## src/rtl/pipe_stage_hs.sv

```systemverilog
// Pipeline stage register with a valid/ready handshake and a one-entry skid buffer.
//
// Handshake: a beat moves across a port on a rising edge where valid and ready
// are both high. The producer holds valid and its payload stable until that
// edge. in_ready comes only from the state register, so out_ready never reaches
// in_ready through logic. The skid entry takes the one extra beat that can
// arrive in the cycle after downstream stops accepting.
//
// flush squashes every held entry on the next edge. An accept in the same cycle
// is dropped. An emit in the same cycle still counts as delivered.
// stall_cnt counts consecutive cycles where out_valid is high and out_ready is
// low. It saturates at its maximum value.
module pipe_stage_hs #(
  parameter int                 DATA_W      = 64,
  parameter int                 CTRL_W      = 8,
  parameter logic [CTRL_W-1:0]  CTRL_BUBBLE = {CTRL_W{1'b0}},
  parameter int                 STALL_W     = 8
) (
  input  logic               clk,
  input  logic               rst_n,
  input  logic               in_valid,
  output logic               in_ready,
  input  logic [DATA_W-1:0]  in_data,
  input  logic [CTRL_W-1:0]  in_ctrl,
  output logic               out_valid,
  input  logic               out_ready,
  output logic [DATA_W-1:0]  out_data,
  output logic [CTRL_W-1:0]  out_ctrl,
  input  logic               flush,
  output logic [STALL_W-1:0] stall_cnt
);

  // The current state is visible by hierarchical name (state) for checkers.
  typedef enum logic [1:0] {
    ST_EMPTY = 2'd0,
    ST_ONE   = 2'd1,
    ST_TWO   = 2'd2
  } state_t;

  localparam logic [STALL_W-1:0] STALL_MAX = {STALL_W{1'b1}};

  state_t              state;
  state_t              state_next;
  logic [DATA_W-1:0]   main_data;
  logic [CTRL_W-1:0]   main_ctrl;
  logic [DATA_W-1:0]   skid_data;
  logic [CTRL_W-1:0]   skid_ctrl;
  logic                accept;
  logic                emit;

  assign out_valid = (state != ST_EMPTY);
  assign in_ready  = (state != ST_TWO);
  assign out_data  = main_data;
  assign out_ctrl  = main_ctrl;
  assign accept    = in_valid & in_ready;
  assign emit      = out_valid & out_ready;

  // Next-state decode from the current occupancy, accept and emit; flush wins.
  always_comb begin
    state_next = state;
    if (flush) begin
      state_next = ST_EMPTY;
    end else begin
      case (state)
        ST_EMPTY: if (accept) state_next = ST_ONE;
        ST_ONE: begin
          if (accept && !emit)      state_next = ST_TWO;
          else if (emit && !accept) state_next = ST_EMPTY;
          else                      state_next = ST_ONE;
        end
        ST_TWO:   if (emit) state_next = ST_ONE;
        default:  state_next = ST_EMPTY;
      endcase
    end
  end

  // State register.
  always_ff @(posedge clk or negedge rst_n) begin
    if (!rst_n) state <= ST_EMPTY;
    else        state <= state_next;
  end

  // Main and skid entries. The control field returns to the bubble code when an entry is vacated.
  always_ff @(posedge clk or negedge rst_n) begin
    if (!rst_n) begin
      main_data <= '0;
      main_ctrl <= CTRL_BUBBLE;
      skid_data <= '0;
      skid_ctrl <= CTRL_BUBBLE;
    end else if (flush) begin
      main_ctrl <= CTRL_BUBBLE;
      skid_ctrl <= CTRL_BUBBLE;
    end else begin
      case (state)
        ST_EMPTY: begin
          if (accept) begin
            main_data <= in_data;
            main_ctrl <= in_ctrl;
          end
        end
        ST_ONE: begin
          if (accept && emit) begin
            main_data <= in_data;
            main_ctrl <= in_ctrl;
          end else if (accept) begin
            skid_data <= in_data;
            skid_ctrl <= in_ctrl;
          end else if (emit) begin
            main_ctrl <= CTRL_BUBBLE;
          end
        end
        ST_TWO: begin
          if (emit) begin
            main_data <= skid_data;
            main_ctrl <= skid_ctrl;
            skid_ctrl <= CTRL_BUBBLE;
          end
        end
        default: begin
          main_ctrl <= CTRL_BUBBLE;
          skid_ctrl <= CTRL_BUBBLE;
        end
      endcase
    end
  end

  // Count consecutive stalled cycles, saturating. Emit or flush clears the count.
  always_ff @(posedge clk or negedge rst_n) begin
    if (!rst_n) begin
      stall_cnt <= '0;
    end else if (flush || emit) begin
      stall_cnt <= '0;
    end else if (out_valid && !out_ready && (stall_cnt != STALL_MAX)) begin
      stall_cnt <= stall_cnt + 1'b1;
    end
  end

endmodule

```

## config.mk

```make
export PLATFORM = sky130hd
export DESIGN_NAME = pipe_stage_hs
export DESIGN_NICKNAME = d
export VERILOG_FILES = /design/src/rtl/pipe_stage_hs.sv
export SDC_FILE = /design/constraint.sdc
export NUM_CORES = 1
export LEC_CHECK = 0
export ABC_AREA = 1
export CORE_MARGIN = 2
export CORE_UTILIZATION = 50
export CTS_CLUSTER_DIAMETER = 60
export DETAILED_ROUTE_END_ITERATION = 8
export GPL_TIMING_DRIVEN = 0
export PLACE_DENSITY = 0.9
export SYNTH_ARGS = -nofsm -noshare
export SYNTH_HDL_FRONTEND = slang
export SYNTH_SLANG_ARGS = --single-unit
```

## constraint.sdc

```tcl
create_clock -name clk -period 2.5 [get_ports clk]
set_input_delay 0.5 -clock clk [delete_from_list [all_inputs] [get_ports clk]]
set_output_delay 0.5 -clock clk [all_outputs]
set_load 0.005 [all_outputs]
```

### Word-level counts from Yosys, hierarchy flattened

Index checks and enable logic that the tools add are counted.

| cells by class | value |
|---|---|
| add/sub/neg operators | 1 |
| multiply operators | 0 |
| div/mod/pow operators | 0 |
| order comparisons | 0 |
| eq/ne operators | 14 |
| shifts and indexed selects | 0 |
| mux-type cells | 22 |
| bitwise logic cells | 4 |
| reductions and logical operators | 18 |

Operators by type and width:

| operator | number |
|---|---|
| $mux W64 | 3 |
| $pmux W64 S3 | 1 |
| $mux W8 | 10 |
| $pmux W8 S3 | 2 |
| $ne A3 B3 Y1 const B | 4 |
| $reduce_and A4 Y1 | 3 |
| $ne A2 B2 Y1 const B | 5 |
| $add A8 B1 Y8 const B | 1 |
| $mux W2 | 4 |
| $ne A4 B4 Y1 const B | 2 |
| $ne A8 B8 Y1 const B | 1 |
| $pmux W2 S3 | 1 |
| $logic_and A1 B1 Y1 | 5 |
| $reduce_and A5 Y1 | 1 |
| $reduce_bool A2 Y1 | 2 |
| $logic_not A1 Y1 | 3 |
| $reduce_bool A3 Y1 | 1 |
| $and A1 B1 Y1 | 2 |
| $eq A2 B1 Y1 const B | 1 |
| $eq A2 B2 Y1 const B | 1 |
| $logic_not A2 Y1 | 1 |
| $not A1 Y1 | 2 |
| $reduce_and A2 Y1 | 1 |
| $logic_or A1 B1 Y1 | 1 |
| $mux W1 | 1 |

| word-level totals | value |
|---|---|
| flip-flop bits (word level) | 154 |
| bits in latches | 0 |
| bits in writable memories | 0 |
| memory bits (read-only) | 0 |
| bits of input ports | 77 |
| output and inout bits | 82 |
| word-level logic and storage cells | 65 |
| memories kept | 0 |

### Longest topological paths before layout

Gate-level depths: netlist of run 1.

| logic depth | value |
|---|---|
| depth after elaboration | 8 |
| mapped depth | 13 |
| gate-level depth less buffers | 12 |

### Worst setup path after synthesis of run 1

Ideal clock, no wire load.

| path | value |
|---|---|
| kind | reg-to-reg |
| start | register state[1] |
| end | register skid_ctrl[5] |
| library setup time | 0.126 ns |
| data arrival time | 1.868 ns |
| data required time | 2.374 ns |
| path slack | 0.506 ns |
| stages on the path, launching flop included | 12 |
| buffers on the path | 2 |
| period minus slack after synthesis | 1.994 ns |
| cell sequence | dfrtp_1 > inv_2 > nor2_1 > buf_4 > nor2_1 > ha_1 > inv_1 > nand2_1 > nor2_1 > o21ai_1 > buf_2 > o21ai_0 |

| between the ends | value |
|---|---|
| word-level cells in the longest chain between the ends | 5 |
| elaborated cells on any way between the ends | 15 |
| classes of those cells | 7 x eq/ne; 2 x mux; 2 x bitwise; 4 x reduce/logical |

Ends and longest elaborated chain:

| what | RTL line | text |
|---|---|---|
| start, declared | 42 | `state_t state;` |
| start signal, assigned | 80 | `else state <= state_next;` |
| $ne A2 B2 Y1 / $reduce_bool A2 Y1 (equally long branches) | 52, 51 |  |
| $and A1 B1 Y1 (on tied branches) | 55, 56 |  |
| $logic_and A1 B1 Y1 | 102 | `if (accept && emit) begin` |
| $ne A3 B3 Y1 (no source line) | n/a |  |
| $reduce_and A4 Y1 (no source line) | n/a |  |
| end signal, assigned | 107 | `skid_ctrl <= in_ctrl;` |
| end, declared | 47 | `logic [CTRL_W-1:0] skid_ctrl;` |

Several ways; a longest one is shown, not always the timed one.
A chain may end at the register's enable or synchronous reset.

### Worst setup path after layout of run 1

| path | value |
|---|---|
| start | register state[0] |
| end | register main_data[32], in the netlist out_data[32] |

| between the ends | value |
|---|---|
| word-level cells in the longest chain between the ends | 5 |
| elaborated cells on any way between the ends | 14 |
| classes of those cells | 6 x eq/ne; 1 x mux; 2 x bitwise; 5 x reduce/logical |

Ends and longest elaborated chain:

| what | RTL line | text |
|---|---|---|
| $ne A2 B2 Y1 / $reduce_bool A2 Y1 (equally long branches) | 52, 51 |  |
| $and A1 B1 Y1 (on tied branches) | 55, 56 |  |
| $logic_and A1 B1 Y1 | 102 |  |
| $ne A2 B2 Y1 (no source line) | n/a |  |
| $reduce_and A5 Y1 (no source line) | n/a |  |
| end signal, assigned | 97 | `main_data <= in_data;` |
| end signal, assigned | 103 | `main_data <= in_data;` |
| end signal, assigned | 114 | `main_data <= skid_data;` |
| end, declared | 44 | `logic [DATA_W-1:0] main_data;` |

Several ways; a longest one is shown, not always the timed one.

==> results of run 1 <==
[how the worst min path moves through the flow]
stage | start | end | slack [ns] | cells after the start
6_report | rst_n | stall_cnt[2] | 0.06 | 1
5_1_grt | rst_n | stall_cnt[2] | 0.1 | 1
3_3_place_gp | out_data[58] | out_data[58] | 0.46 | 2
2_1_floorplan | rst_n | out_ctrl[0] | 0.20 | 0
3_5_place_dp | out_data[7] | out_data[7] | 0.46 | 2
4_1_cts | rst_n | stall_cnt[2] | 0.07 | 1
[critical path, cell delays in order, from the launching register on]
cell	delay (ns)
dfrtp_2	0.46
nor2_2	0.14
buf_4	0.18
nor2_1	0.07
ha_1	0.22
nor2_1	0.26
nor2_1	0.11
nand3_2	0.23
buf_1	0.36
nand2_1	0.11
nand2_1	0.08
[metrics by stage]
step | instance area, um2 | std cells
6_report | 9410 | 1259
5_1_grt | 9410 | 1259
2_1_floorplan | 6930 | 886
3_3_place_gp | 8730 | 1224
3_5_place_dp | 8760 | 1225
4_1_cts | 9350 | 1256
[sequential cells by signal, indices dropped and copies added, names as in the netlist]
name	cells
state	2
stall_cnt	8
skid_ctrl	8
out_ctrl	8
out_data	64
skid_data	64
[logic make-up after synthesis]
family                     share of synthesized area (%)
and+or+nand+nor                                     25.5
DFF                                                 55.6
AOI/OAI and AO/OA                                   11.1
buffers and inverters                               7.04
adders and majority gates                          0.542
xor gates and xnor gates                           0.253
[timing repair]
| action | CTS | global route |
|---|---|---|
| pin swaps | 0 | 0 |
| setup endpoints to repair | 46 | 107 |
| resized for setup | 5 | 22 |
| setup buffers | 0 | 3 |
| hold buffers | 0 | 0 |
| gates cloned | 0 | 0 |
[power breakdown]
part | leakage [nW] | internal, mW | switching, mW
Sequential | 1.83 | 3.14 | 0.294
Clock | 0.275 | 1.52 | 1.01
Combinational | 2.75 | 1.01 | 0.961
Total | 4.85 | 5.67 | 2.26
[layout make-up]
cell class,instances,area [um2]
fillers,1087,4310
flip-flops and latches,154,3850
inverters,77,289
clock inverters,11,119
plain buffers,43,223
multi-input cells,611,2610
repair buffers,162,1640
well taps,180,225
clock buffers,21,460
[per-layer routing]
metal	vias to the layer above	global-route usage, %
li1	3119	-
met3	46	5.43
met5	-	0
met1	3069	33.8
met2	259	42.3
met4	0	9.99
[placed cells by master, fill, tap and decap left out, drive strengths merged]
cell type      Yosys  layout
bufinv             0       2
nor2              85      85
nor3               2       2
a21oi             75      75
clkbuf            14      39
dfrtp            154     154
dlymetal6s2s       0       1
buf               30      30
ha                 3       3
clkdlybuf4s50      0     156
o21ai             75      75
nand3             21      21
xor2               2       2
o21bai             1       1
nand2            343     343
nand3b             1       1
clkinvlp           0       4
inv               77      78
nand4              3       3
clkinv             0       4
[synth_stat cells (all sizes together)]
library cell / number / area, um2
a21oi: 75 / 379
buf: 30 / 146
clkbuf: 14 / 52.6
dfrtp: 154 / 3850
ha: 3 / 37.5
inv: 77 / 289
nand2: 343 / 1290
nand3: 21 / 110
nand3b: 1 / 7.51
nand4: 3 / 18.8
nor2: 85 / 319
nor3: 2 / 21.3
o21ai: 75 / 379
o21bai: 1 / 7.51
xor2: 2 / 17.5
==> impl_metrics.py, run 1 <==
metrics = {
    "timing": {
        "worst_slew_pin_slew_ns": 0.616,
        "finalMaxSlewViolations": 0,
        "clock_skew_ns": 0.00620,
        "slew_headroom_pct": 58.8,
        "fin_hold_ws_ns": 0.0559,
        "hold_viol_final": 0,
        "final.setup.tns_ns": 0,
        "fmax_ghz": 0.434,
        "fin_ws_ns": 0.198,
        "fin_crit_ns": 2.30,
        "setup_viol": 0,
        "finalCritPeriodShare_pct": 92.1,
    },
    "clock_tree": {
        "cts-htree-levels": 4,
        "cts_tree": "done",
        "path_clk_slew_ns": 0.06,
        "clock_latency_ns": 0.42,
        "cts_buffers": 17,
        "clock_sinks": 154,
        "cts.path.max_buffers": 2,
        "root_buffer": "clkbuf_16",
    },
    "pwr": {
        "vdd_drop_max_uv": 434,
        "powerDensity_mw_per_mm2": 843,
        "finalPower_mw": 7.93,
        "p_leak_nw": 4.85,
    },
    "setup_path": {
        "regToRegSetupSlack_ns": 0.20,
        "end_kind": "flop",
        "startpoint_type": "flop",
        "worstPathRequired_ns": 2.86,
        "crit_start": "state[0]",
        "worstReg2RegEnd": "out_data[32]",
        "regToRegStartpoint": "state[0]",
        "arrival_ns": 2.66,
        "path_class": "reg -> reg",
        "r2r_cells": 10,
        "critPathCapture": "out_data[32]",
        "crit_fanout": 10,
    },
    "global_routing": {
        "grt_pass1_wl_mm": 30.0,
        "gr-total-overflow": 0,
        "grt_pass1_vias": 6212,
        "groute.usage.overall_pct": 25.8,
        "grt_start_max_net_pins": 96,
        "antenna_found_initial": 0,
    },
    "placement": {
        "dpl_worst_slack_ns": -0.398,
        "dp_hpwl_mm": 12.4,
        "place_congestion": 0.853,
        "numPortBuffers": 158,
    },
    "drt": {
        "ant_nets": 0,
        "wl_met2_mm": 8.80,
        "vias_per_cell": 5.16,
        "wl_per_cell_um": 14.6,
        "drc": 0,
        "met3WireLength_mm": 1.09,
        "wl_mm": 18.4,
        "vias": 6493,
        "drt_iter0_drc": 607,
        "dr.max_layer_used": "met4",
        "wl_met1_mm": 7.97,
        "first_pass_iters": 5,
    },
    "final_layout": {
        "area_growth_pct": 35.9,
        "num_antenna_cells": 0,
        "final_util_pct": 68.6,
        "final_nets": 1146,
        "drive_gt1_share_pct": 7.69,
    },
    "floorplanning": {
        "die_area_mm2": 0.0148,
        "num_rows": 43,
        "die_w_um": 122,
        "core_region_area_mm2": 0.0137,
        "floorplan.initialDensity_pct": 50.5,
        "io_pins": 159,
        "die_h_um": 122,
    },
    "yosys": {
        "synthesis.area_mm2": 0.00693,
        "synth.avg_cell_area_um2": 7.82,
        "seq_area_frac_synth_pct": 55.6,
        "synth-seq-cells": 154,
        "syn_nets": 966,
        "synth_cell_types": 23,
        "yosysWarnings": 0,
        "netlist_instances": 886,
    },
    "worst_hold_path": {
        "hp-class": "in -> async",
    },
    "run": {
        "drv_cap": 0,
    },
    "run_status": {
        "status": "complete, no violations",
    },
}
(Power assumes the default switching activity.)
==> inputs of run 2 (changes only) <==
--- a/config.mk
+++ b/config.mk
@@ -6,7 +6,7 @@
 export NUM_CORES = 1
 export LEC_CHECK = 0
 export ABC_AREA = 1
-export CORE_MARGIN = 2
+export CORE_MARGIN = 8
 export CORE_UTILIZATION = 50
 export CTS_CLUSTER_DIAMETER = 60
 export DETAILED_ROUTE_END_ITERATION = 8
==> run 2 against run 1 <==
Compared with the run above: via count down 1.5%; first-iteration DRC count increased by 11%; register-to-register slack improved by 0.04 ns; combinational power barely moved; utilization grew 0.36 points; count of clock-buffer cells in the layout decreased by 1; non-clock buffer count is 2 higher; final area rose by 0.52%; critical path depth down 4; total power up 1.6%; critical endpoint is now in_ready; largest cell class unchanged.
==> impl_metrics.py, run 2 (same netlist as run 1, synthesis figures left out) <==
metrics = {
    "setup_path": {
        "worstPathRequired_ns": 2.00,
        "end_kind": "output pin",
        "crit_fanout": 19,
        "path_class": "reg -> out",
        "startpoint_type": "flop",
        "arrival_ns": 1.90,
    },
    "pwr": {
        "seqPwrFrac_pct": 42.4,
        "powerDensity_mw_per_mm2": 852,
        "p_sw_mw": 2.26,
        "clockPowerShare_pct": 32.9,
        "p_leak_nw": 4.88,
        "combPwrFrac_pct": 24.7,
        "swShare_pct": 28.0,
        "p_int_mw": 5.80,
        "finalPower_mw": 8.06,
        "vdd_drop_max_uv": 526,
    },
    "clock_tree": {
        "clock_latency_ns": 0.42,
        "cts_buffers": 17,
        "clock_sinks": 154,
        "cts_tree": "done",
        "root_buffer": "clkbuf_16",
        "cts_hold_buf": 0,
        "cts.path.max_buffers": 2,
        "path_clk_slew_ns": 0.06,
        "cts-htree-levels": 4,
    },
    "drt": {
        "vias": 6393,
        "vias_per_cell": 5.07,
        "wl_per_cell_um": 15.1,
        "ant_nets": 0,
        "first_pass_iters": 6,
        "drt_iter0_drc": 671,
        "drc": 0,
        "wl_mm": 19.0,
    },
    "timing": {
        "setup_viol": 0,
        "fin_hold_ws_ns": 0.0229,
        "finalCritPeriodShare_pct": 96.1,
        "hold_viol_final": 0,
        "final.setup.tns_ns": 0,
        "clock_skew_ns": 0.00630,
        "rsz0062_at_grt": "false",
        "finalMaxSlewViolations": 0,
        "fmax_ghz": 0.416,
        "fin_crit_ns": 2.40,
        "fin_ws_ns": 0.0978,
        "worst_slew_pin_slew_ns": 0.647,
        "slew_headroom_pct": 56.7,
    },
    "floorplanning": {
        "die_area_mm2": 0.0179,
        "io_pins": 159,
        "die_h_um": 134,
        "floorplan.initialDensity_pct": 50.5,
        "core_region_area_mm2": 0.0137,
        "num_rows": 43,
        "die_w_um": 134,
    },
    "placement": {
        "numPortBuffers": 158,
        "place_congestion": 0.841,
        "dpl_worst_slack_ns": -0.339,
        "dp_hpwl_mm": 13.5,
    },
    "worst_hold_path": {
        "hp-class": "in -> async",
    },
    "final_layout": {
        "area_growth_pct": 36.6,
        "num_antenna_cells": 0,
        "final_nets": 1148,
        "final_util_pct": 69.0,
        "drive_gt1_share_pct": 7.59,
        "fill_cells": 1080,
        "layout_common_cells": "nand2_1 (343), clkdlybuf4s50_1 (157), dfrtp_1 (153), nor2_1 (84)",
        "final_common_cell": "nand2_1",
    },
    "global_routing": {
        "grt_pass1_vias": 6220,
        "antenna_found_initial": 0,
        "grt_pass1_wl_mm": 31.2,
        "gr-total-overflow": 0,
        "groute.usage.overall_pct": 21.7,
        "grt_start_max_net_pins": 55,
    },
    "run": {
        "drv_cap": 0,
    },
    "run_status": {
        "status": "complete, no violations",
    },
}
## run 2: path summary, 6_finish.rpt
kind | start | end | slack, ns | cells past startpoint
worst max-delay path | state[1] | in_ready | 0.1 | 6
worst max register to register | state[0] | out_data[20] | 0.24 | 10
max in group asynchronous | rst_n | skid_data[36] | 1.55 | 3
worst min-delay path | rst_n | stall_cnt[0] | 0.02 | 1
worst min register to register | out_data[59] | out_data[59] | 0.48 | 2
min in group clk | out_data[59] | out_data[59] | 0.48 | 2
## run 2: area by class of cell
class,count,area [um2],share of cell area [%]
sequential,154,3850,40.7
multi-input combinational,611,2590,27.4
timing repair buffer,164,1670,17.6
clock buffer,20,467,4.93
inverter,77,289,3.05
tap,180,225,2.38
buffer,43,221,2.34
clock inverter,11,145,1.53
## run 2: through the flow
| step | cell area, um2 | std cells |
|---|---|---|
| finish | 9460 | 1260 |
| detailed placement | 8790 | 1226 |
| floorplan | 6930 | 886 |
| CTS | 9410 | 1256 |
| global route | 9460 | 1260 |
| global placement | 8730 | 1224 |
## run 2: worst max-delay path: stages (launching register included)
cell and delay [ns]:
dfrtp_1 0.41, inv_2 0.10, nor2_2 0.05, buf_4 0.17, inv_2 0.09, buf_12 0.15, clkdlybuf4s50_1 0.52
## run 2: power groups by stage
stage               sequential [mW]  clock [mW]  combinational (mW)
floorplan                      3.44           0               0.850
global placement               3.44           0                1.90
detailed placement             3.45           0                1.98
CTS                            3.42        2.68                2.01
global route                   3.48        2.80                2.23
finish                         3.42        2.65                1.99
## run 2: routing by layer
metal,global-route usage (%),wire length [um]
met5,0,0
met1,26.7,7870
met4,7.80,376
met2,35.7,9350
met3,6.25,1410
## run 2: what timing repair did
item | CTS | global route
resized for setup | 7 | 14
cloned | 0 | 0
buffers inserted | 0 | 4
setup endpoints to repair | 8 | 116
pin swaps | 0 | 1
==> inputs of run 3 (changes only) <==
--- a/config.mk
+++ b/config.mk
@@ -6,12 +6,14 @@
 export NUM_CORES = 1
 export LEC_CHECK = 0
 export ABC_AREA = 1
+export CELL_PAD_IN_SITES_DETAIL_PLACEMENT = 1
+export CELL_PAD_IN_SITES_GLOBAL_PLACEMENT = 2
 export CORE_MARGIN = 8
-export CORE_UTILIZATION = 50
+export CORE_UTILIZATION = 29
 export CTS_CLUSTER_DIAMETER = 60
 export DETAILED_ROUTE_END_ITERATION = 8
 export GPL_TIMING_DRIVEN = 0
-export PLACE_DENSITY = 0.9
+export PLACE_DENSITY_LB_ADDON = 0.08
 export SYNTH_ARGS = -nofsm -noshare
 export SYNTH_HDL_FRONTEND = slang
 export SYNTH_SLANG_ARGS = --single-unit
==> run 3 against run 2 <==
Compared with the run above: routed wire length is 17% higher; combinational power hardly changed; cell count is 11% higher; critical path type unchanged; largest power group unchanged.
==> impl_metrics.py, run 3 (same netlist as run 1, synthesis figures left out) <==
metrics = {
    "run_status": {
        "status": "complete, no violations",
    },
    "final_layout": {
        "num_antenna_cells": 0,
        "area_growth_pct": 38.5,
        "layout_common_cells": "nand2_1 (342), clkdlybuf4s50_1 (156), dfrtp_1 (154), nor2_1 (84)",
        "final_nets": 1145,
        "final_common_cell": "nand2_1",
        "drive_gt1_share_pct": 7.33,
    },
    "pwr": {
        "vdd_drop_max_uv": 452,
        "powerDensity_mw_per_mm2": 829,
        "p_leak_nw": 4.84,
    },
    "setup_path": {
        "startpoint_type": "flop",
        "crit_buf_inv": 4,
        "cpPeakStageDelay_ns": 0.46,
        "cp_cell_sequence": "nor2_1, buf_4, inv_2, buf_12, dlygate4sd2_1",
        "path_class": "reg -> out",
        "end_kind": "output pin",
        "arrival_ns": 1.76,
        "worstPathRequired_ns": 2.00,
        "cp_slowest_cell": "dfrtp_1",
        "crit_fanout": 19,
        "path_delay_family": "buffers and inverters",
    },
    "timing": {
        "slew_headroom_pct": 52.5,
        "fin_hold_ws_ns": 0.476,
        "clock_skew_ns": 0.0131,
        "hold_viol_final": 0,
        "rsz0062_at_grt": "false",
        "final.setup.tns_ns": 0,
        "finalCritPeriodShare_pct": 90.4,
        "fin_crit_ns": 2.26,
        "fmax_ghz": 0.442,
        "worst_slew_pin_slew_ns": 0.710,
        "setup_viol": 0,
        "fin_ws_ns": 0.240,
        "finalMaxSlewViolations": 0,
    },
    "floorplanning": {
        "die_h_um": 171,
        "die_area_mm2": 0.0291,
        "num_rows": 56,
        "core_region_area_mm2": 0.0235,
        "io_pins": 159,
        "die_w_um": 171,
        "floorplan.initialDensity_pct": 29.5,
    },
    "placement": {
        "place_congestion": 0.762,
        "numPortBuffers": 158,
        "dpl_worst_slack_ns": -0.599,
        "dp_hpwl_mm": 15.8,
    },
    "run": {
        "drv_cap": 0,
    },
    "clock_tree": {
        "cts_tree": "done",
        "cts_buffers": 17,
        "cts-htree-levels": 4,
        "root_buffer": "clkbuf_16",
        "clock_latency_ns": 0.42,
        "cts.path.max_buffers": 2,
        "clock_sinks": 154,
        "path_clk_slew_ns": 0.07,
    },
    "global_routing": {
        "grt_pass1_wl_mm": 36.2,
        "groute.usage.overall_pct": 15.8,
        "grt_start_max_net_pins": 109,
        "gr-total-overflow": 0,
        "antenna_found_initial": 0,
        "grt_pass1_vias": 6574,
    },
    "drt": {
        "vias": 6185,
        "ant_nets": 0,
        "drt_iter0_drc": 353,
        "vias_per_cell": 4.43,
        "drc": 0,
        "wl_mm": 22.2,
        "wl_per_cell_um": 15.9,
        "first_pass_iters": 4,
    },
    "worst_hold_path": {
        "hp-class": "reg -> reg",
    },
}
[run 3: cell count changes in the layout (fill, tap and decap cells not counted), sizes merged, moves of 2 or more]
cell    previous run  this run
buf               33        28
inv               77        80
bufinv             3         1
clkbuf            37        39
clkinv             5         3
[run 3: final timing paths]
check | start | cells past startpoint | to | slack [ns]
setup / recovery | state[0] | 5 | in_ready | 0.24
hold / removal | out_data[48] | 2 | out_data[48] | 0.48
setup reg to reg | state[1] | 11 | out_data[29] | 0.27
hold reg to reg | out_data[48] | 2 | out_data[48] | 0.48
max in group asynchronous | rst_n | 3 | skid_data[13] | 1.04
min in group asynchronous | rst_n | 2 | skid_data[47] | 0.57
[run 3: repair_timing]
| action | CTS | global route |
|---|---|---|
| gates resized for setup | 10 | 18 |
| buffers inserted | 0 | 1 |
| pin swaps | 0 | 1 |
| setup endpoints to repair | 70 | 134 |
| hold endpoints to repair | 46 | 0 |
| hold buffers | 1 | 0 |
[run 3: worst register-to-register path, cell delays in order, from the launching register on]
cell	delay (ns)
dfrtp_1	0.40
inv_2	0.13
nor2_1	0.07
buf_4	0.19
nor2_1	0.15
ha_1	0.22
nor2_1	0.10
nor2_1	0.20
nand3_4	0.22
clkbuf_2	0.28
nand2_1	0.10
nand2_1	0.06
[run 3: power breakdown]
group	internal, mW	total [mW]	switching [mW]
Combinational	1.02	2.01	0.987
Sequential	3.14	3.41	0.268
Clock	1.44	2.54	1.10
Total	5.60	7.96	2.36
[run 3: routing by layer]
metal | track usage [%] | up-vias | routed length, um | share of wire (%)
met5 | 0 | - | 0 | 0
met4 | 4.08 | 0 | 210 | 0.95
met3 | 4.03 | 13 | 1200 | 5.4
met2 | 25.4 | 110 | 10200 | 46
met1 | 21.0 | 2943 | 10600 | 48
li1 | - | 3119 | - | -
[run 3: final cells by class]
class                      count  area (um2)
buffer                        43         226
clock buffer                  21         460
clock inverter                11         113
fill                        2820       13900
inverter                      77         289
multi-input combinational    611        2610
sequential                   154        3850
tap                          319         399
timing repair buffer         161        1640
[run 3: per-stage QoR]
stage | cells | total power [mW] | utilization, % | instance area (um2)
after floorplan | 886 | 4.29 | - | 6930
after global placement | 1363 | 5.45 | 37.9 | 8910
after detailed placement | 1364 | 5.49 | 38.1 | 8940
after CTS | 1396 | 8.12 | 40.6 | 9540
after global routing | 1397 | 8.49 | 40.9 | 9590
final | 1397 | 7.96 | 40.9 | 9590
